[config.mk]
export PLATFORM = sky130hd
export DESIGN_NAME = mult_arbiter
export DESIGN_NICKNAME = d
export VERILOG_FILES = /design/src/rtl/mult_arbiter_pkg.sv /design/src/rtl/mult_arbiter_rr_select.sv /design/src/rtl/mult_arbiter.sv
export SDC_FILE = /design/constraint.sdc
export NUM_CORES = 1
export LEC_CHECK = 0
export BUFFER_PORTS_ARGS = -buffer_cell sky130_fd_sc_hd__clkbuf_2
export CORE_ASPECT_RATIO = 1.1
export CORE_MARGIN = 8
export CORE_UTILIZATION = 49
export CTS_BUF_LIST = sky130_fd_sc_hd__clkbuf_4 sky130_fd_sc_hd__clkbuf_8
export DETAILED_ROUTE_END_ITERATION = 8
export PLACE_DENSITY = 0.92
export SYNTH_ARGS = -nofsm -noshare
export SYNTH_HDL_FRONTEND = slang
export SYNTH_SLANG_ARGS = --single-unit
export TNS_END_PERCENT = 30
[constraint.sdc]
create_clock -name Clock -period 2.35 [get_ports Clock]
set_clock_uncertainty 0.15 [all_clocks]
set_input_delay 0.235 -clock Clock [delete_from_list [all_inputs] [get_ports Clock]]
set_output_delay 0.235 -clock Clock [all_outputs]
set_load 0.03 [all_outputs]
[src/rtl/mult_arbiter_pkg.sv]
// -----------------------------------------------------------------------------
// mult_arbiter_pkg
//
// Shared definitions for the multiplier arbiter slice:
//   - state_t          : 2-bit FSM state encoding (IDLE, ISSUE, WAIT, RESPOND)
//   - DEFAULT_N        : default number of requesters
//   - DEFAULT_W        : default operand width
//   - DEFAULT_TIMEOUT  : default WAIT-state abort limit in cycles
//   - idx_width()      : width of an index able to address n items (min 1 bit)
// -----------------------------------------------------------------------------
package mult_arbiter_pkg;

    typedef enum logic [1:0] {
        ST_IDLE    = 2'b00,
        ST_ISSUE   = 2'b01,
        ST_WAIT    = 2'b10,
        ST_RESPOND = 2'b11
    } state_t;

    localparam int DEFAULT_N       = 4;
    localparam int DEFAULT_W       = 8;
    localparam int DEFAULT_TIMEOUT = 64;

    // Bits needed to hold values 0..n-1; never returns 0 so that a vector
    // declared with it is always legal.
    function automatic int idx_width(input int n);
        return (n > 1) ? $clog2(n) : 1;
    endfunction

endpackage : mult_arbiter_pkg

[src/rtl/mult_arbiter_rr_select.sv]
// -----------------------------------------------------------------------------
// rr_select
//
// Combinational round-robin first-set-bit finder. Starting at position Ptr
// and wrapping from N-1 back to 0, returns the index of the first set bit of
// Req.
//
// Ports:
//   Req    in  N   request vector
//   Ptr    in  PW  search start position (0..N-1)
//   G      out PW  index of the selected requester (0 when nothing is set)
//   Valid  out 1   high when at least one Req bit is set
// -----------------------------------------------------------------------------
module rr_select
    import mult_arbiter_pkg::*;
#(
    parameter  int N  = DEFAULT_N,
    localparam int PW = idx_width(N)
) (
    input  logic [N-1:0]  Req,
    input  logic [PW-1:0] Ptr,
    output logic [PW-1:0] G,
    output logic          Valid
);

    // rot_idx[k] is the requester index sitting k places after Ptr, so that
    // req_rot is Req rotated to put the highest-priority requester at bit 0.
    logic [PW-1:0] rot_idx [N];
    logic [N-1:0]  req_rot;

    for (genvar gi = 0; gi < N; gi++) begin : g_rot
        // One extra bit so Ptr + gi cannot overflow before the wrap test,
        // which matters when N is not a power of two.
        logic [PW:0] sum;

        assign sum          = {1'b0, Ptr} + (PW+1)'(gi);
        assign rot_idx[gi]  = (sum >= (PW+1)'(N)) ? PW'(sum - (PW+1)'(N))
                                                  : sum[PW-1:0];
        assign req_rot[gi]  = Req[rot_idx[gi]];
    end

    // Scan from the lowest priority upward so the last hit written is the
    // highest-priority (closest to Ptr) set bit.
    always_comb begin
        G     = '0;
        Valid = 1'b0;
        for (int k = N-1; k >= 0; k--) begin
            if (req_rot[k]) begin
                G     = rot_idx[k];
                Valid = 1'b1;
            end
        end
    end

endmodule : rr_select

[src/rtl/mult_arbiter.sv]
// -----------------------------------------------------------------------------
// mult_arbiter
//
// Round-robin arbiter that shares one external shift-add multiplier among N
// requesters. A requester raises Req and holds it until it receives a
// one-cycle Ack carrying the 2*W-bit unsigned product on Result. If the
// multiplier does not report Mul_Done within TIMEOUT cycles of waiting, the
// operation is aborted and acknowledged with Error=1 and Result=0.
//
// Ports:
//   Clock             in  1      rising-edge clock
//   Reset             in  1      asynchronous, active-high reset
//   Req               in  N      request levels, held until Ack
//   Operand_A         in  N*W    multiplicands, requester i at [i*W +: W]
//   Operand_B         in  N*W    multipliers, same packing
//   Ack               out N      one-hot completion pulse
//   Result            out 2*W    product, valid while Ack is high
//   Error             out 1      timeout flag, valid while Ack is high
//   Busy              out 1      high whenever the FSM is not IDLE
//   Mul_Start         out 1      one-cycle start pulse to the multiplier
//   Mul_Multiplicand  out W      latched operand A for the multiplier
//   Mul_Multiplier    out W      latched operand B for the multiplier
//   Mul_Product       in  2*W    multiplier result
//   Mul_Done          in  1      multiplier completion level
// -----------------------------------------------------------------------------
module mult_arbiter
    import mult_arbiter_pkg::*;
#(
    parameter  int N       = DEFAULT_N,
    parameter  int W       = DEFAULT_W,
    parameter  int TIMEOUT = DEFAULT_TIMEOUT,
    localparam int PW      = idx_width(N),
    localparam int CW      = idx_width(TIMEOUT)
) (
    input  logic           Clock,
    input  logic           Reset,
    input  logic [N-1:0]   Req,
    input  logic [N*W-1:0] Operand_A,
    input  logic [N*W-1:0] Operand_B,
    output logic [N-1:0]   Ack,
    output logic [2*W-1:0] Result,
    output logic           Error,
    output logic           Busy,
    output logic           Mul_Start,
    output logic [W-1:0]   Mul_Multiplicand,
    output logic [W-1:0]   Mul_Multiplier,
    input  logic [2*W-1:0] Mul_Product,
    input  logic           Mul_Done
);

    // -------------------------------------------------------------------------
    // State and datapath registers
    // -------------------------------------------------------------------------
    state_t          state_reg;
    state_t          state_next;
    logic [PW-1:0]   ptr_reg;          // round-robin search start
    logic [PW-1:0]   g_reg;            // currently granted requester
    logic [W-1:0]    opa_reg;
    logic [W-1:0]    opb_reg;
    logic [CW-1:0]   count_reg;        // cycles spent in WAIT without Done
    logic [2*W-1:0]  product_reg;
    logic            error_reg;
    logic            respond_ack_reg;  // Req[G] still high when WAIT ended

    // -------------------------------------------------------------------------
    // Operand unpacking and arbitration
    // -------------------------------------------------------------------------
    logic [W-1:0]    opa_arr [N];
    logic [W-1:0]    opb_arr [N];
    logic [PW-1:0]   sel_g;
    logic            sel_valid;

    for (genvar gi = 0; gi < N; gi++) begin : g_unpack
        assign opa_arr[gi] = Operand_A[gi*W +: W];
        assign opb_arr[gi] = Operand_B[gi*W +: W];
    end

    rr_select #(
        .N     (N)
    ) u_rr_select (
        .Req   (Req),
        .Ptr   (ptr_reg),
        .G     (sel_g),
        .Valid (sel_valid)
    );

    // -------------------------------------------------------------------------
    // WAIT-state exit conditions. Done is checked before the timeout so a
    // Done arriving on the last permitted cycle still completes normally.
    // -------------------------------------------------------------------------
    logic timeout_hit;

    assign timeout_hit = (count_reg == CW'(TIMEOUT - 1));

    // -------------------------------------------------------------------------
    // FSM process 1: state register
    // -------------------------------------------------------------------------
    always_ff @(posedge Clock or posedge Reset) begin
        if (Reset) begin
            state_reg <= ST_IDLE;
        end else begin
            state_reg <= state_next;
        end
    end

    // -------------------------------------------------------------------------
    // FSM process 2: next-state logic
    // -------------------------------------------------------------------------
    always_comb begin
        state_next = state_reg;
        unique case (state_reg)
            ST_IDLE: begin
                if (sel_valid) begin
                    state_next = ST_ISSUE;
                end
            end
            ST_ISSUE: begin
                // Mul_Done may still be high from the previous operation;
                // it is deliberately not looked at here.
                state_next = ST_WAIT;
            end
            ST_WAIT: begin
                if (Mul_Done || timeout_hit) begin
                    state_next = ST_RESPOND;
                end
            end
            ST_RESPOND: begin
                state_next = ST_IDLE;
            end
            default: begin
                state_next = ST_IDLE;
            end
        endcase
    end

    // -------------------------------------------------------------------------
    // Datapath registers, updated according to the current state
    // -------------------------------------------------------------------------
    always_ff @(posedge Clock or posedge Reset) begin
        if (Reset) begin
            ptr_reg         <= '0;
            g_reg           <= '0;
            opa_reg         <= '0;
            opb_reg         <= '0;
            count_reg       <= '0;
            product_reg     <= '0;
            error_reg       <= 1'b0;
            respond_ack_reg <= 1'b0;
        end else begin
            unique case (state_reg)
                ST_IDLE: begin
                    // Operands are captured at grant time, so later changes
                    // on Operand_A/B cannot disturb the running operation.
                    if (sel_valid) begin
                        g_reg   <= sel_g;
                        opa_reg <= opa_arr[sel_g];
                        opb_reg <= opb_arr[sel_g];
                    end
                end
                ST_ISSUE: begin
                    count_reg <= '0;
                end
                ST_WAIT: begin
                    if (Mul_Done) begin
                        product_reg     <= Mul_Product;
                        error_reg       <= 1'b0;
                        respond_ack_reg <= Req[g_reg];
                    end else if (timeout_hit) begin
                        product_reg     <= '0;
                        error_reg       <= 1'b1;
                        respond_ack_reg <= Req[g_reg];
                    end else begin
                        count_reg <= count_reg + CW'(1);
                    end
                end
                ST_RESPOND: begin
                    // Pointer moves past the served requester whether or not
                    // it was still there to take the Ack.
                    ptr_reg         <= (g_reg == PW'(N - 1)) ? '0
                                                             : g_reg + PW'(1);
                    respond_ack_reg <= 1'b0;
                end
                default: begin
                end
            endcase
        end
    end

    // -------------------------------------------------------------------------
    // FSM process 3: outputs. Everything here is decoded from registers only,
    // so no Req edge can ripple through to Ack or Mul_Start.
    // -------------------------------------------------------------------------
    logic ack_active;

    always_comb begin
        ack_active       = (state_reg == ST_RESPOND) && respond_ack_reg;
        Busy             = (state_reg != ST_IDLE);
        Mul_Start        = (state_reg == ST_ISSUE);
        Mul_Multiplicand = opa_reg;
        Mul_Multiplier   = opb_reg;
        Result           = ack_active ? product_reg : '0;
        Error            = ack_active && error_reg;
    end

    for (genvar gi = 0; gi < N; gi++) begin : g_ack
        assign Ack[gi] = ack_active && (g_reg == PW'(gi));
    end

endmodule : mult_arbiter

==> metrics.txt <==
Root Buffer Master=clkbuf_8; status=finished with violations; Post-CTS Setup Bufs=0; number of flops mapped to enable cells by yosys=0; Worst-Margin Slew=0.9377 ns; I/O Buffers=125; fin. max-slew vios=0; synthesized area per cell=10.82 um2; cts repair resizes=0; area added between synthesis and finish=27.14%; RSZ-0062 raised after global routing=no; startpoint types=register; final net count=481; final WL=7927 um; clock power share=14.2%; Reg power frac=32.6%; Antenna diodes=0; fillers=440; H-tree lvl count=2; Cell Area, Placed=3482 um2; Slew HR=37.40%; Synth cell types=42; area of the multi-input gates=1503 um2; NetSw=1.885 mW; VDD IR max=0.0006547 V; fraction of synthesized area in multiplexers=8.120%; GP Congestion=0.8007; Synth Area in Simple Gates=16.99%; #FFs+latches synth=46; Die Wd=88.53 um; Placed Instances=454; post-synthesis adder-cell area fraction=3.972%; total number of vias=2579; vias in the first global route=2784; Starting Density=49.77%; largest net degree at the start of global routing=47; leakage power=1.913 nW; Mapped Cells=262; Gate power share=53.2%; crit share post-route=91.31%; max_cap viols=0; I/O pins=126; xor-xnor portion of the synthesized cell area=0%; area fraction in compound gates after synthesis=23.92%; drt wl/cell=17.12 um; crit path kind=reg -> out; ranking of synthesized cells by area=dfrtp_1, mux2i_1, a221oi_2; layout cells sized above 1=43.78%; DR pass1 iterations=4; critical path peak fanout=23; Crit. End Element=primary output; antenna-violating nets left=0; fin util=63.28%; Hold Path Class=in -> async; Cell Rows=29; failing checks=hold timing; first-pass GRT wire length=12890 um; Critical Path AT=1.76 ns; Final setup viols=0; Remaining Overflow, GRT=0; Synth top area share=40.60%; Worst-path clk slew=0.09 ns; DR vias/cell=5.570; sequential share of the synthesized area=40.60%; post-synth top area cell=dfrtp_1; max reg flops=16; most frequent cell after synthesis=dfrtp_1; CTS max path bufs=2; fraction of registers with async set/reset=100.0%; Pint=2.303 mW; final hold vios=46; fmax=0.4660 GHz; HPWL after detailed placement=6102 um; post-route cell area=3605 um2; DRC viols=0; Hold Buf Count CTS=1; clk sinks=46; PwrDens=1162 nW/um2; Post-Syn Area=2835 um2; most frequent cells after synthesis=dfrtp_1, and3_1, a22o_1, nor2_1; Clk Latency, worst-skew pair=0.30 ns; CTS tree=yes; syn_nets=358; initial antenna violation count=0; largest family of logic cells by synthesized area=compound AO/OA/AOI/OAI gates; Final min period=2.146 ns; Worst Path Required=1.97 ns; GRT Overall Usage=19.48%; Sum Neg Setup Slack=0 ns; Finished Layout Cells=463; core area=5697 um2; detailed router's first-iteration violation count=99; top_reg_cell synth=dfrtp_1; Worst Hold Slack=-0.03085 ns; Die Y=95.78 um; Sw Ratio=45.00%; Reg area=1151 um2; die area=8479 um2; CTS buffer count=5; Warnings, synthesis=0
==> worst max-delay path, stage by stage, from the launching register on <==
cell and delay, ns:
dfrtp_1 0.41, ha_1 0.56, and3_1 0.27, clkbuf_2 0.22
==> placed cells by master (no fill, tap or decap), types with 5 or more instances in the layout <==
| cell | n |
|---|---|
| o21ai_0 | 6 |
| a221oi_1 | 5 |
| and2_1 | 17 |
| inv_1 | 8 |
| ha_1 | 9 |
| clkbuf_2 | 125 |
| a22o_1 | 18 |
| mux2i_1 | 17 |
| a211oi_2 | 6 |
| and3_1 | 23 |
| a221oi_2 | 11 |
| a211oi_1 | 11 |
| nand2_1 | 13 |
| clkbuf_8 | 5 |
| buf_4 | 7 |
| dfrtp_1 | 46 |
| nor2_1 | 18 |
==> power by group through the flow <==
stage	clock, mW	sequential [mW]	combinational [mW]
finish	0.595	1.37	2.23
global route	0.641	1.41	2.43
CTS	0.611	1.36	2.25
detailed placement	0	1.37	2.23
global placement	0	1.35	2.15
floorplan	0	1.58	1.47
==> cell families after synthesis <==
| family | Yosys count |
|---|---|
| adders and majority gates | 9 |
| and+or+nand+nor | 86 |
| muxes | 21 |
| AOI/OAI and AO/OA | 73 |
| buffers and inverters | 27 |
| DFF | 46 |
==> path summary, 6_finish.rpt <==
check | from | endpoint | slack [ns] | depth (start not counted)
setup / recovery | state_reg[0] | Ack[3] | 0.20 | 3
hold / removal | Reset | Mul_Multiplier[4] | -0.03 | 2
setup reg to reg | count_reg[0] | count_reg[5] | 0.34 | 6
hold reg to reg | product_reg[9] | product_reg[9] | 0.35 | 1
max in group asynchronous | Reset | product_reg[3] | 1.49 | 2
min in group Clock | Mul_Product[11] | product_reg[11] | 0.01 | 2
==> layer usage <==
layer / GRT usage, % / part of all wire (%) / vias up
met5: 0 / 0 / -
met4: 7.898 / 1.4 / 0
met3: 5.892 / 9.4 / 10
met2: 32.77 / 48 / 122
met1: 22.60 / 41 / 1215
li1: - / - / 1232
==> metrics by stage <==
stage                     setup WS [ns]  total power [mW]
after global placement           0.4644             3.500
after floorplan                  0.4024             3.051
final                            0.2041             4.188
after detailed placement         0.3129             3.599
after CTS                        0.2100             4.220
after global routing            0.08391             4.477
==> area by class of cell <==
type,instances,area share (%)
Multi-Input combinational cell,189,41.69
Sequential cell,46,31.93
Timing Repair Buffer,134,19.65
Tap cell,77,2.673
Clock buffer,5,1.909
Clock inverter,3,1.215
Inverter,9,0.9372
No activity file was read; power rests on OpenSTA's default activity.
